==> src/rtl/dense_layer_pkg.sv <==
// Shared types and width/saturation helpers for the dense layer datapath.
//   state_e    : FSM encoding (IDLE, LOAD, BIAS, MAC, OUT)
//   acc_width  : accumulator width that cannot overflow for a given input count
//   sat_max/min: signed output range for a given data width
package dense_layer_pkg;

  typedef enum logic [2:0] {
    ST_IDLE,
    ST_LOAD,
    ST_BIAS,
    ST_MAC,
    ST_OUT
  } state_e;

  // Full-precision product plus growth for in_count additions and the bias term.
  function automatic int unsigned acc_width(input int unsigned data_size,
                                            input int unsigned in_count);
    return 2 * data_size + $clog2(in_count) + 1;
  endfunction

  function automatic longint sat_max(input int unsigned data_size);
    return (longint'(1) <<< (data_size - 1)) - longint'(1);
  endfunction

  function automatic longint sat_min(input int unsigned data_size);
    return -(longint'(1) <<< (data_size - 1));
  endfunction

endpackage

==> src/rtl/dense_layer.sv <==
// Fully-connected layer: buffers IN_COUNT activations, then for each neuron o
// loads bias[o], accumulates in[i]*w[o*IN_COUNT+i] and emits a saturated result.
//   clk, rst   : clock, synchronous active-high reset
//   start      : begin inference (accepted only in IDLE)
//   dataIn     : activation stream, one value per cycle after the start edge
//   weightData : weight read at weightAdr (external RAM, combinational)
//   biasData   : bias read at biasAdr (external RAM, combinational)
//   busy       : inference in progress
//   valid      : one-cycle strobe per output
//   dataOut    : last emitted output
//   weightAdr  : flat weight index o*IN_COUNT+i
//   biasAdr    : bias index o
module dense_layer
  import dense_layer_pkg::*;
#(
  parameter int unsigned IN_COUNT  = 10,
  parameter int unsigned OUT_COUNT = 3,
  parameter int unsigned DATA_SIZE = 8,
  parameter int unsigned FRAC_BITS = 0
) (
  input  logic                                   clk,
  input  logic                                   rst,
  input  logic                                   start,
  input  logic [DATA_SIZE-1:0]                   dataIn,
  input  logic [DATA_SIZE-1:0]                   weightData,
  input  logic [DATA_SIZE-1:0]                   biasData,
  output logic                                   busy,
  output logic                                   valid,
  output logic [DATA_SIZE-1:0]                   dataOut,
  output logic [$clog2(IN_COUNT*OUT_COUNT)-1:0]  weightAdr,
  output logic [$clog2(OUT_COUNT)-1:0]           biasAdr
);

  localparam int unsigned WADR_W = $clog2(IN_COUNT * OUT_COUNT);
  localparam int unsigned BADR_W = $clog2(OUT_COUNT);
  localparam int unsigned CNT_W  = $clog2(IN_COUNT + 1);
  localparam int unsigned PROD_W = 2 * DATA_SIZE;
  localparam int unsigned ACC_W  = acc_width(DATA_SIZE, IN_COUNT);

  localparam logic signed [ACC_W-1:0] SAT_MAX = ACC_W'(sat_max(DATA_SIZE));
  localparam logic signed [ACC_W-1:0] SAT_MIN = ACC_W'(sat_min(DATA_SIZE));

  state_e                       state_q;
  logic [CNT_W-1:0]             cnt_q;
  logic [BADR_W-1:0]            o_q;
  logic signed [ACC_W-1:0]      acc_q;
  logic signed [DATA_SIZE-1:0]  in_buf_q [IN_COUNT];
  logic                         busy_q;
  logic                         valid_q;
  logic [DATA_SIZE-1:0]         dout_q;
  logic [WADR_W-1:0]            wadr_q;
  logic [BADR_W-1:0]            badr_q;

  // Datapath: product of buffered activation and current weight, running sum, saturation.
  logic signed [PROD_W-1:0]     prod_c;
  logic signed [ACC_W-1:0]      prod_ext_c;
  logic signed [ACC_W-1:0]      mac_sum_c;
  logic signed [ACC_W-1:0]      bias_ext_c;
  logic signed [ACC_W-1:0]      shifted_c;
  logic [DATA_SIZE-1:0]         sat_c;

  assign prod_c     = PROD_W'(in_buf_q[cnt_q]) * PROD_W'($signed(weightData));
  assign prod_ext_c = ACC_W'(prod_c);
  assign mac_sum_c  = acc_q + prod_ext_c;
  assign bias_ext_c = ACC_W'($signed(biasData)) <<< FRAC_BITS;

  always_comb begin
    shifted_c = mac_sum_c >>> FRAC_BITS;
    sat_c     = shifted_c[DATA_SIZE-1:0];
    if (shifted_c > SAT_MAX) begin
      sat_c = SAT_MAX[DATA_SIZE-1:0];
    end else if (shifted_c < SAT_MIN) begin
      sat_c = SAT_MIN[DATA_SIZE-1:0];
    end
  end

  // Control FSM. LOAD spends one extra cycle after the last capture so biasAdr
  // is registered ahead of BIAS; the final MAC edge writes dataOut directly so
  // valid and dataOut rise together on entry to OUT.
  always_ff @(posedge clk) begin
    if (rst) begin
      state_q <= ST_IDLE;
      cnt_q   <= '0;
      o_q     <= '0;
      acc_q   <= '0;
      busy_q  <= 1'b0;
      valid_q <= 1'b0;
      dout_q  <= '0;
      wadr_q  <= '0;
      badr_q  <= '0;
      for (int unsigned k = 0; k < IN_COUNT; k++) begin
        in_buf_q[k] <= '0;
      end
    end else begin
      valid_q <= 1'b0;
      case (state_q)
        ST_IDLE: begin
          if (start) begin
            state_q <= ST_LOAD;
            busy_q  <= 1'b1;
            cnt_q   <= '0;
            o_q     <= '0;
          end
        end
        ST_LOAD: begin
          if (cnt_q == CNT_W'(IN_COUNT)) begin
            state_q <= ST_BIAS;
            badr_q  <= o_q;
            cnt_q   <= '0;
          end else begin
            in_buf_q[cnt_q] <= $signed(dataIn);
            cnt_q           <= cnt_q + CNT_W'(1);
          end
        end
        ST_BIAS: begin
          acc_q   <= bias_ext_c;
          wadr_q  <= WADR_W'(32'(o_q) * IN_COUNT);
          cnt_q   <= '0;
          state_q <= ST_MAC;
        end
        ST_MAC: begin
          acc_q <= mac_sum_c;
          if (cnt_q == CNT_W'(IN_COUNT - 1)) begin
            state_q <= ST_OUT;
            valid_q <= 1'b1;
            dout_q  <= sat_c;
          end else begin
            cnt_q  <= cnt_q + CNT_W'(1);
            wadr_q <= wadr_q + WADR_W'(1);
          end
        end
        ST_OUT: begin
          if (o_q == BADR_W'(OUT_COUNT - 1)) begin
            state_q <= ST_IDLE;
            busy_q  <= 1'b0;
          end else begin
            o_q     <= o_q + BADR_W'(1);
            badr_q  <= o_q + BADR_W'(1);
            state_q <= ST_BIAS;
          end
        end
        default: begin
          state_q <= ST_IDLE;
          busy_q  <= 1'b0;
        end
      endcase
    end
  end

  assign busy      = busy_q;
  assign valid     = valid_q;
  assign dataOut   = dout_q;
  assign weightAdr = wadr_q;
  assign biasAdr   = badr_q;

endmodule

==> config.mk <==
export PLATFORM = sky130hd
export DESIGN_NAME = dense_layer
export DESIGN_NICKNAME = d
export VERILOG_FILES = /design/src/rtl/dense_layer_pkg.sv /design/src/rtl/dense_layer.sv
export SDC_FILE = /design/constraint.sdc
export NUM_CORES = 1
export LEC_CHECK = 0
export BUFFER_PORTS_ARGS = -buffer_cell sky130_fd_sc_hd__buf_2
export CAP_MARGIN = 10
export CORE_AREA = 2 2 136 138
export DETAILED_ROUTE_END_ITERATION = 7
export DIE_AREA = 0 0 138 140
export GPL_TIMING_DRIVEN = 0
export PLACE_DENSITY = 0.82
export SYNTH_ARGS = -nofsm -noshare
export SYNTH_HDL_FRONTEND = slang
export SYNTH_SLANG_ARGS = --single-unit
==> constraint.sdc <==
create_clock -name clk -period 15.1 [get_ports clk]
set_input_delay 0.755 -clock clk [delete_from_list [all_inputs] [get_ports clk]]
set_output_delay 0.755 -clock clk [all_outputs]
set_load 0.01 [all_outputs]
Yosys cells after proc, flatten, opt, wreduce, memory -nomap -nowiden
Memories as Yosys holds them, arrays and structs flattened. A register that Yosys moved wholly into a read port is not among the register bits.
Index checks and enable logic that the tools add are counted.
Widths: inputs -> output; s select.
{"block": "word_totals", "reg_bits": 47, "mem_bits_rw": 80, "out_inout_bits": 17, "wordCells": 82, "n_memories": 1}
{"block": "op_classes", "addsub": 4, "n_mul": 2, "order_cmp": 2, "n_eq_ne": 13, "mux": 34, "bitwise_logic": 2, "n_reduce_logical": 15}
{"memory": "in_buf_q", "depth": 10, "word_bits": 8, "read_ports": 1, "rd_ports_with_merged_regs": 1, "write_ports": 10, "line": "dense_layer.sv:47", "text": "logic signed [DATA_SIZE-1:0] in_buf_q [IN_COUNT];"}
{"cell": "$pmux 21 s2", "n": 1}
{"cell": "$mux 4", "n": 6}
{"cell": "$mux 8", "n": 3}
{"cell": "$add 21x16->21", "n": 1}
{"cell": "$gt 21x8->1 const B", "n": 1}
{"cell": "$lt 21x8->1 const B", "n": 1}
{"cell": "$mul 8x8->16", "n": 1}
{"cell": "$pmux 4 s4", "n": 1}
{"cell": "$pmux 3 s5", "n": 1}
{"cell": "$reduce_and 3->1", "n": 5}
{"cell": "$ne 2x2->1 const B", "n": 6}
{"cell": "$mux 1", "n": 10}
{"cell": "$pmux 5 s2", "n": 1}
{"cell": "$mux 3", "n": 3}
{"cell": "$eq 4x4->1 const B", "n": 2}
{"cell": "$mux 2", "n": 4}
{"cell": "$pmux 2 s2", "n": 2}
{"cell": "$reduce_or 8->1", "n": 1}
{"cell": "$eq 3x2->1 const B", "n": 2}
{"cell": "$reduce_bool 2->1", "n": 3}
{"cell": "$add 5x1->5 const B", "n": 1}
{"cell": "$mux 5", "n": 1}
{"cell": "$add 4x1->4 const B", "n": 1}
{"cell": "$mul 2x3->4 const B", "n": 1}
{"cell": "11 further kinds", "n": 13}

Logic depth before layout (Yosys ltp)
Gate-level depths: netlist (run 1).
{"block": "depth", "ltp_word": 7, "depth_mapped": 25, "depth_no_buf": 23}

Worst setup path before layout (run 1)
OpenSTA, ideal clock, no wires.
{"block": "synth_path", "path_type": "register -> register", "from": "register (tool-made name)", "to": "register dout_q[0], in the netlist dataOut[0]", "arrival_time_ns": 7.115, "slack_ns": 7.899, "path_stages_with_launch": 23, "cell_sequence": "dfxtp_1 clkbuf_1 buf_1 mux4_2 mux4_2 and2_1 fa_1 inv_1 fa_1 inv_1 fa_1 fa_1 fa_1 ha_1 o21ai_0 a21oi_1 or4_1 o311ai_2 and4_1 nand4_2 o41ai_4 nand2_1 a211oi_1"}
{"item": "end signal: assignment", "line": "dense_layer.sv:126", "text": "dout_q <= sat_c;"}
{"item": "end: declaration", "line": "dense_layer.sv:50", "text": "logic [DATA_SIZE-1:0] dout_q;"}

==> implementation parameters, run 1 <==
Parameter                              Value

Timing
  Post-route clock period utilization ... 54.9%
  Post-layout worst setup margin ... 6800 ps
  Endpoints failing setup ... 0
  Max Slew Vio Count ... 0
  Relative slew slack ... 30.7%
  Clock Skew ... 10.7 ps
  Timing-limited maximum frequency ... 121 MHz
  Final critical-path required period ... roughly 8300 ps
  RSZ-0062 raised after global routing ... no
  Hold violation count in the final report ... 0
  Final-layout setup total negative slack ... 0 ps
  Tightest Pin Transition ... 1040 ps

Setup path
  CP Data Required Time ... 15450 ps
  Critical Path Start Type ... flop
  Length in cells of the worst reg-to-reg path ... 22
  Arrival time at the worst endpoint ... 8650 ps
  Type of the worst setup path ... flop to flop
  Critical path cell sequence ... clkbuf_1 > buf_1 > mux4_2 > mux4_2 > and2_1 > fa_1 > inv_1 > fa_1 > inv_1 > fa_1 > fa_1 > fa_1 > ha_1 > a21oi_1 > o31ai_4 > a221oi_2 > o21a_4 > xnor2_2 > nand4_2 > o41ai_4 > nand2_1 > a211oi_1
  Count of buffering cells on the critical path with inverters included ... 4
  CP most frequent cell ... sky130_fd_sc_hd__fa_1
  Category of cells accounting for the largest share of critical-path delay ... adder cells
  CP max FO ... 10
  Number of logic stages on the critical path including buffering ... 22
  Max stage delay on crit path ... 820 ps
  Critical path capture point type ... flop
  Cell at the slowest stage of the critical path ... sky130_fd_sc_hd__buf_1

Clock tree
  Post-CTS Hold Fix Bufs ... 0
  H-tree Lvls ... 4
  Clock tree from TritonCTS ... done
  Clock Tree Root ... sky130_fd_sc_hd__clkbuf_16
  Clock Latency Late Sink ... 450 ps
  Post-cts sizing count ... 0
  Post-CTS Setup Inserts ... 0
  CTS sink cnt ... about 180
  Clock buffer count from CTS ... 17
  Maximum number of buffers from clock root to sink ... 2
  Clock-pin slew reported for the worst setup and hold paths after clock tree synthesis ... approximately 70 ps

Die
  Top-Level Pins ... 44
  Initial core utilization ... between 60 and 70%
  Number of standard-cell rows in the floorplan ... 49
  Core region area ... 17800 um^2
  Die outline area ... 19300 um^2
  Die height ... 140 um
  Overall die width ... 138 um

Synthesis
  Synthesis warning total ... 0
  Avg Synthesized Cell Area ... 11.9 um^2
  Number of synthesized flops with an enable pin ... 128
  Post-synthesis instance total ... 957
  Post-synthesis sequential area ratio ... 42.7%
  Count of state elements after synthesis ... 179
  Netlist area before placement ... approximately 11000 um^2
  Synth cell types ... 63
  Leading register cell type out of synthesis ... sky130_fd_sc_hd__edfxtp_1
  Synth async-reset ratio ... 0%
  Number of nets in the synthesized netlist ... 1130

Global route
  Met1 Resource Use GR ... 38.4%
  Grt total ovfl ... 0
  Met3 Use GR ... 5.23%
  Met2 GRT Util ... 46.0%
  Global-route wire length before repair ... 41.8 mm
  Highest-utilization routing layer at the global route stage ... met2
  Number of global-route vias before repair ... 7922
  Initial antenna violation count ... 0
  Pin count of the biggest net entering global routing ... 20
  GRT Total Usage ... ~28%

Drt
  Mean number of vias per cell ... 6.09
  Drt total wl ... between 20 and 30 mm
  Number of iterations in the first detailed-routing pass ... 5
  DR WL/cell ... between 20 and 25 um
  Number of remaining DRC errors ... 0
  Routed vias ... 7677
  Post-route ant nets ... 0
  Initial DRC Count ... 636

Final layout
  Number of fill cells ... ~1.2k
  Fin nets ... 1192
  Proportion of layout cells with a drive suffix above 1 ... 13.6%
  Layout overhead on the synthesized area ... 9.99%
  Post-route insts no fill ... roughly 1.3k
  Final cell utilization of the core ... between 70 and 80%
  Final antenna diode count ... 0

Run status
  Outcome ... finished, final reports clean

Placement
  Detailed placer's ending HPWL ... around 19 mm
  Routability Congestion ... 0.848
  Setup Slack @ Placement ... 6900 ps
  Total placed cells including tap cells ... 1229
  # port buffers ... 42

Hold path
  Count of cells along the worst hold path ... 2
  Hold crit path type ... flop to flop

Flow run
  Max-capacitance violation count ... 0
logic make-up (layout without fill, tap and decap cells):
group | after synthesis | after routing | synth area share (%)
AOI/OAI and AO/OA | 103 | 103 | 7.01
DFF | 179 | 179 | 42.7
adders and majority gates | 146 | 146 | 22.1
buffers and inverters | 142 | 217 | 4.71
muxes | 50 | 50 | 8.79
and+or+nand+nor | 315 | 315 | 12.9
xor gates and xnor gates | 22 | 22 | 1.82
flip-flops by register name, indices dropped and copies added, names as in the netlist, named ones only:
register,count
o_q,2
biasAdr,2
in_buf_q,128
acc_q,21
cnt_q,4
busy,1
weightAdr,5
valid,1
state_q,3
dataOut,8
through the flow:
step                instance area (um^2)  hold slack [ps]
finish                             12500              483
global route                       12500              523
CTS                                12500              488
detailed placement                 11900              473
global placement                   11900              471
floorplan                          11400              478
worst reg2reg max path, cell delays in order, from the launching register on:
cell and delay (ps):
sky130_fd_sc_hd__dfxtp_1 320, sky130_fd_sc_hd__clkbuf_1 300, sky130_fd_sc_hd__buf_1 820, sky130_fd_sc_hd__mux4_2 660, sky130_fd_sc_hd__mux4_2 610, sky130_fd_sc_hd__and2_1 230, sky130_fd_sc_hd__fa_1 530, sky130_fd_sc_hd__inv_1 50
sky130_fd_sc_hd__fa_1 470, sky130_fd_sc_hd__inv_1 60, sky130_fd_sc_hd__fa_1 520, sky130_fd_sc_hd__fa_1 520, sky130_fd_sc_hd__fa_1 410, sky130_fd_sc_hd__ha_1 350, sky130_fd_sc_hd__a21oi_1 230, sky130_fd_sc_hd__o31ai_4 140
sky130_fd_sc_hd__a221oi_2 490, sky130_fd_sc_hd__o21a_4 260, sky130_fd_sc_hd__xnor2_2 150, sky130_fd_sc_hd__nand4_2 170, sky130_fd_sc_hd__o41ai_4 540, sky130_fd_sc_hd__nand2_1 120, sky130_fd_sc_hd__a211oi_1 270
cell usage after synthesis, drive strengths merged (2+ instances only):
master / number / area share, %
nand3: 13 / 0.57
o31ai: 4 / 0.38
ha: 54 / 5.9
mux2i: 10 / 0.88
inv: 106 / 3.5
a41o: 3 / 0.26
nand2: 58 / 1.9
a211oi: 25 / 1.7
o41ai: 2 / 0.48
fa: 92 / 16
buf: 9 / 0.33
o21a: 2 / 0.20
a31oi: 4 / 0.22
o21ai: 7 / 0.31
o21bai: 2 / 0.13
clkbuf: 26 / 0.86
mux4: 40 / 7.9
o311ai: 2 / 0.37
a21oi: 30 / 1.3
and2: 40 / 2.2
nand4: 4 / 0.27
nand2b: 17 / 0.93
nor2b: 5 / 0.27
a21o: 8 / 0.53
nor3: 24 / 1.1
o211ai: 4 / 0.31
dfxtp: 51 / 9.0
nor2: 139 / 4.6
nor4: 5 / 0.38
xor2: 6 / 0.46
xnor2: 16 / 1.4
edfxtp: 128 / 34
nor3b: 2 / 0.13
and3: 2 / 0.11
layout by cell type (no fill, tap or decap), types with 3 or more instances in the layout:
cell / n
sky130_fd_sc_hd__a211oi_1: 24
sky130_fd_sc_hd__a21o_1: 8
sky130_fd_sc_hd__a21oi_1: 30
sky130_fd_sc_hd__a31oi_1: 4
sky130_fd_sc_hd__a41o_1: 3
sky130_fd_sc_hd__and2_1: 40
sky130_fd_sc_hd__buf_1: 6
sky130_fd_sc_hd__buf_2: 45
sky130_fd_sc_hd__clkbuf_1: 26
sky130_fd_sc_hd__clkbuf_16: 17
sky130_fd_sc_hd__clkinv_8: 3
sky130_fd_sc_hd__clkinvlp_4: 3
sky130_fd_sc_hd__dfxtp_1: 51
sky130_fd_sc_hd__edfxtp_1: 128
sky130_fd_sc_hd__fa_1: 92
sky130_fd_sc_hd__ha_1: 54
sky130_fd_sc_hd__inv_1: 105
sky130_fd_sc_hd__inv_8: 5
sky130_fd_sc_hd__mux2i_1: 10
sky130_fd_sc_hd__mux4_2: 40
sky130_fd_sc_hd__nand2_1: 57
sky130_fd_sc_hd__nand2b_1: 17
sky130_fd_sc_hd__nand3_1: 13
sky130_fd_sc_hd__nand4_1: 3
sky130_fd_sc_hd__nor2_1: 139
sky130_fd_sc_hd__nor2b_1: 5
sky130_fd_sc_hd__nor3_1: 19
sky130_fd_sc_hd__nor3_2: 5
sky130_fd_sc_hd__nor4_1: 3
sky130_fd_sc_hd__o211ai_1: 3
sky130_fd_sc_hd__o21ai_0: 6
sky130_fd_sc_hd__o31ai_1: 3
sky130_fd_sc_hd__xnor2_1: 14
sky130_fd_sc_hd__xor2_1: 6
routing by layer:
layer	vias to the layer above	part of all wire, %	routed length [um]
met1	3850	40	10300
li1	3442	-	-
met4	0	2.4	604
met5	-	0	0
met2	327	50	12700
met3	58	7.4	1890
path summary, 6_finish.rpt:
path,startpoint,to,slack [ps]
setup / recovery,flop,dataOut[2],6800
hold / removal,dataOut[7],dataOut[7],480
setup reg to reg,flop,dataOut[2],6800
hold reg to reg,dataOut[7],dataOut[7],480
area by class of cell:
cell class	count	area, um^2	area share, %
buffer	35	135	1.08
clock buffer	17	425	3.39
clock inverter	15	184	1.47
inverter	107	402	3.20
multi-input combinational	636	6020	48.0
sequential	179	4860	38.8
tap	229	287	2.29
timing repair buffer	43	218	1.74
Power of run 1 is not shown: default switching activity piles up to over one toggle a cycle in this logic, so the estimate is an artifact.
==> inputs of run 2 (changes only) <==
- CORE_AREA: 2 2 136 138 -> 2 2 138 140
- DIE_AREA: 0 0 138 140 -> 0 0 140 142
- PLACE_DENSITY: 0.82 -> 0.8
- clock period: 15.1 -> 8.44 ns (I/O delays scaled with it)
==> run 2 against run 1 <==
Net effect: worst hold slack lost 150 ps; register-to-register slack lost 6400 ps; maximum frequency grew 3.6%; non-clock buffer count grew 2; via count shrank 2.4%; clock-buffer cell count is the same; global-route usage shrank 0.92 points; final area is essentially flat; clock skew grew 3.1 ps; first-iteration DRC count grew 0.63%.
==> implementation parameters, run 2 (same netlist as run 1, synthesis figures left out) <==
Parameter                              Value

Clock tree
  Clock Latency Late Sink ... 430 ps (-20 ps)
  Clock buffer count from CTS ... 17 (unchanged)
  Clock Tree Root ... sky130_fd_sc_hd__clkbuf_16
  Post-cts sizing count ... 0 (unchanged)
  Clock tree from TritonCTS ... done
  Maximum number of buffers from clock root to sink ... 2 (unchanged)
  Post-CTS Hold Fix Bufs ... 0 (unchanged)
  Post-CTS Setup Inserts ... 0 (unchanged)
  CTS sink cnt ... 179 (unchanged)
  H-tree Lvls ... 4 (unchanged)
  Clock-pin slew reported for the worst setup and hold paths after clock tree synthesis ... 80 ps (about the same)

Die
  Initial core utilization ... 61.7% (-2.3 points)
  Overall die width ... 140 um (+1.4%)
  Core region area ... 18500 um^2 (+3.8%)
  Die height ... 142 um (+1.4%)
  Top-Level Pins ... 44 (unchanged)
  Die outline area ... 19900 um^2 (+2.9%)
  Number of standard-cell rows in the floorplan ... 50 (+2.0%)

Timing
  Tightest Pin Transition ... 909 ps (-131 ps)
  Final critical-path required period ... 8010 ps (-291 ps)
  RSZ-0062 raised after global routing ... no
  Max Slew Vio Count ... 0 (unchanged)
  Post-layout worst setup margin ... 435 ps (-6370 ps)
  Clock Skew ... 13.7 ps (+3.06 ps)
  Hold violation count in the final report ... 0 (unchanged)
  Relative slew slack ... 39.1% (+8.4 points)
  Timing-limited maximum frequency ... 125 MHz (+3.6%)
  Post-route clock period utilization ... 94.9% (+40 points)
  Final-layout setup total negative slack ... 0 ps (unchanged)
  Endpoints failing setup ... 0 (unchanged)

Drt
  Post-route ant nets ... 0 (unchanged)
  Drt total wl ... 25.1 mm (-1.7%)
  Met3 routed wirelength ... 1.40 mm (-26%)
  Initial DRC Count ... 640 (+0.63%)
  Routed vias ... 7489 (-2.4%)
  Number of iterations in the first detailed-routing pass ... 6 (+1)
  Mean number of vias per cell ... 5.91 (-3.0%)
  Detailed-route wire length on metal 1 ... 9.92 mm (-3.8%)
  Routed length on met2 ... 13.0 mm (+1.6%)
  Top metal layer carrying routed signals ... met4
  DR WL/cell ... 19.8 um (-2.2%)
  Number of remaining DRC errors ... 0 (unchanged)

Setup path
  CP max FO ... 14 (+4)
  Critical Path Start Type ... flop
  CP Data Required Time ... 8780 ps (-6670 ps)
  Critical path capture point type ... flop
  Arrival time at the worst endpoint ... 8350 ps (-300 ps)
  Type of the worst setup path ... flop to flop

Placement
  Detailed placer's ending HPWL ... 18.9 mm (+0.46%)
  # port buffers ... 42 (unchanged)
  Routability Congestion ... 0.903 (+6.5%)
  Setup Slack @ Placement ... 161 ps (-6730 ps)

Global route
  GRT Total Usage ... 27.2% (-0.92 points)
  Initial antenna violation count ... 0 (unchanged)
  Grt total ovfl ... 0 (unchanged)
  Pin count of the biggest net entering global routing ... 19 (-5.0%)
  Global-route wire length before repair ... 41.2 mm (-1.4%)
  Number of global-route vias before repair ... 7812 (-1.4%)

Final layout
  Max FFs per register ... 128 (unchanged)
  Reg with most FFs ... in_buf_q
  Leading cell types in the layout, fill and taps excluded ... sky130_fd_sc_hd__nor2_1 (139), sky130_fd_sc_hd__edfxtp_1 (128), sky130_fd_sc_hd__inv_1 (105), sky130_fd_sc_hd__fa_1 (92), sky130_fd_sc_hd__nand2_1 (57)
  Proportion of layout cells with a drive suffix above 1 ... 13.7% (+0.17 points)
  Number of fill cells ... 1291 (+7.0%)
  Most common library cell in the layout ignoring fill and taps ... sky130_fd_sc_hd__nor2_1
  Fin nets ... 1194 (+0.17%)
  Final antenna diode count ... 0 (unchanged)
  Layout overhead on the synthesized area ... 9.97% (about the same)

Flow run
  Max-capacitance violation count ... 0 (unchanged)

Run status
  Outcome ... finished, final reports clean

Hold path
  Hold crit path type ... primary input to flop
  Hold path start ... biasData[5]
run 2: cell types whose count changed in the layout (fill, tap and decap cells not counted), moves of 2 or more:
cell and change:
sky130_fd_sc_hd__and2_1 -2, sky130_fd_sc_hd__and2_2 +2, sky130_fd_sc_hd__buf_1 -2, sky130_fd_sc_hd__clkbuf_2 +3, sky130_fd_sc_hd__clkinv_4 +4, sky130_fd_sc_hd__clkinv_8 -2, sky130_fd_sc_hd__clkinvlp_4 -3, sky130_fd_sc_hd__nor3_1 +3
sky130_fd_sc_hd__nor3_2 -3
run 2: layer usage:
layer  GRT usage (%)  up-vias
met4            10.9        0
met3            4.04       54
met1            34.8     3732
li1                -     3455
met5               0        -
met2            47.3      248
run 2: critical path: stages, from the launching register on:
cell                       delay (ps)
sky130_fd_sc_hd__dfxtp_1          300
sky130_fd_sc_hd__clkbuf_1         410
sky130_fd_sc_hd__clkbuf_4         400
sky130_fd_sc_hd__mux4_2           560
sky130_fd_sc_hd__mux4_2           620
sky130_fd_sc_hd__and2_2           400
sky130_fd_sc_hd__inv_1            130
sky130_fd_sc_hd__fa_1             430
sky130_fd_sc_hd__inv_1             90
sky130_fd_sc_hd__fa_1             430
sky130_fd_sc_hd__fa_1             490
sky130_fd_sc_hd__fa_1             530
sky130_fd_sc_hd__fa_1             410
sky130_fd_sc_hd__ha_1             350
sky130_fd_sc_hd__a21oi_1          250
sky130_fd_sc_hd__o31ai_4          140
sky130_fd_sc_hd__a221oi_2         450
sky130_fd_sc_hd__o21a_4           250
sky130_fd_sc_hd__xnor2_2          150
sky130_fd_sc_hd__nand4_2          160
sky130_fd_sc_hd__o41ai_4          560
sky130_fd_sc_hd__nand2_1          150
sky130_fd_sc_hd__a211oi_1         280
run 2: cell type report:
cell class | count | area (um^2) | area share (%)
clock inverter | 15 | 170 | 1.36
inverter | 107 | 402 | 3.21
buffer | 35 | 140 | 1.12
multi-input combinational | 636 | 6000 | 47.9
timing repair buffer | 45 | 230 | 1.84
clock buffer | 17 | 425 | 3.40
sequential | 179 | 4860 | 38.8
tap | 234 | 293 | 2.34
run 2: metrics by stage:
stage	utilization, %	cell area (um^2)	hold slack [ps]	instances
6_report	67.9	12500	331	1268
5_1_grt	67.9	12500	342	1268
4_1_cts	67.8	12500	327	1267
3_5_place_dp	64.6	11900	483	1235
3_3_place_gp	64.5	11900	462	1233
2_1_floorplan	-	11400	478	957
run 2: path summary, 6_finish.rpt:
path / end / slack, ps / cells past startpoint
min: acc_q[5] / 330 / 3
max: dataOut[0] / 430 / 22
max reg2reg: dataOut[0] / 430 / 22
min reg2reg: dataOut[7] / 490 / 2
Power of run 2 is left out for the same reason.
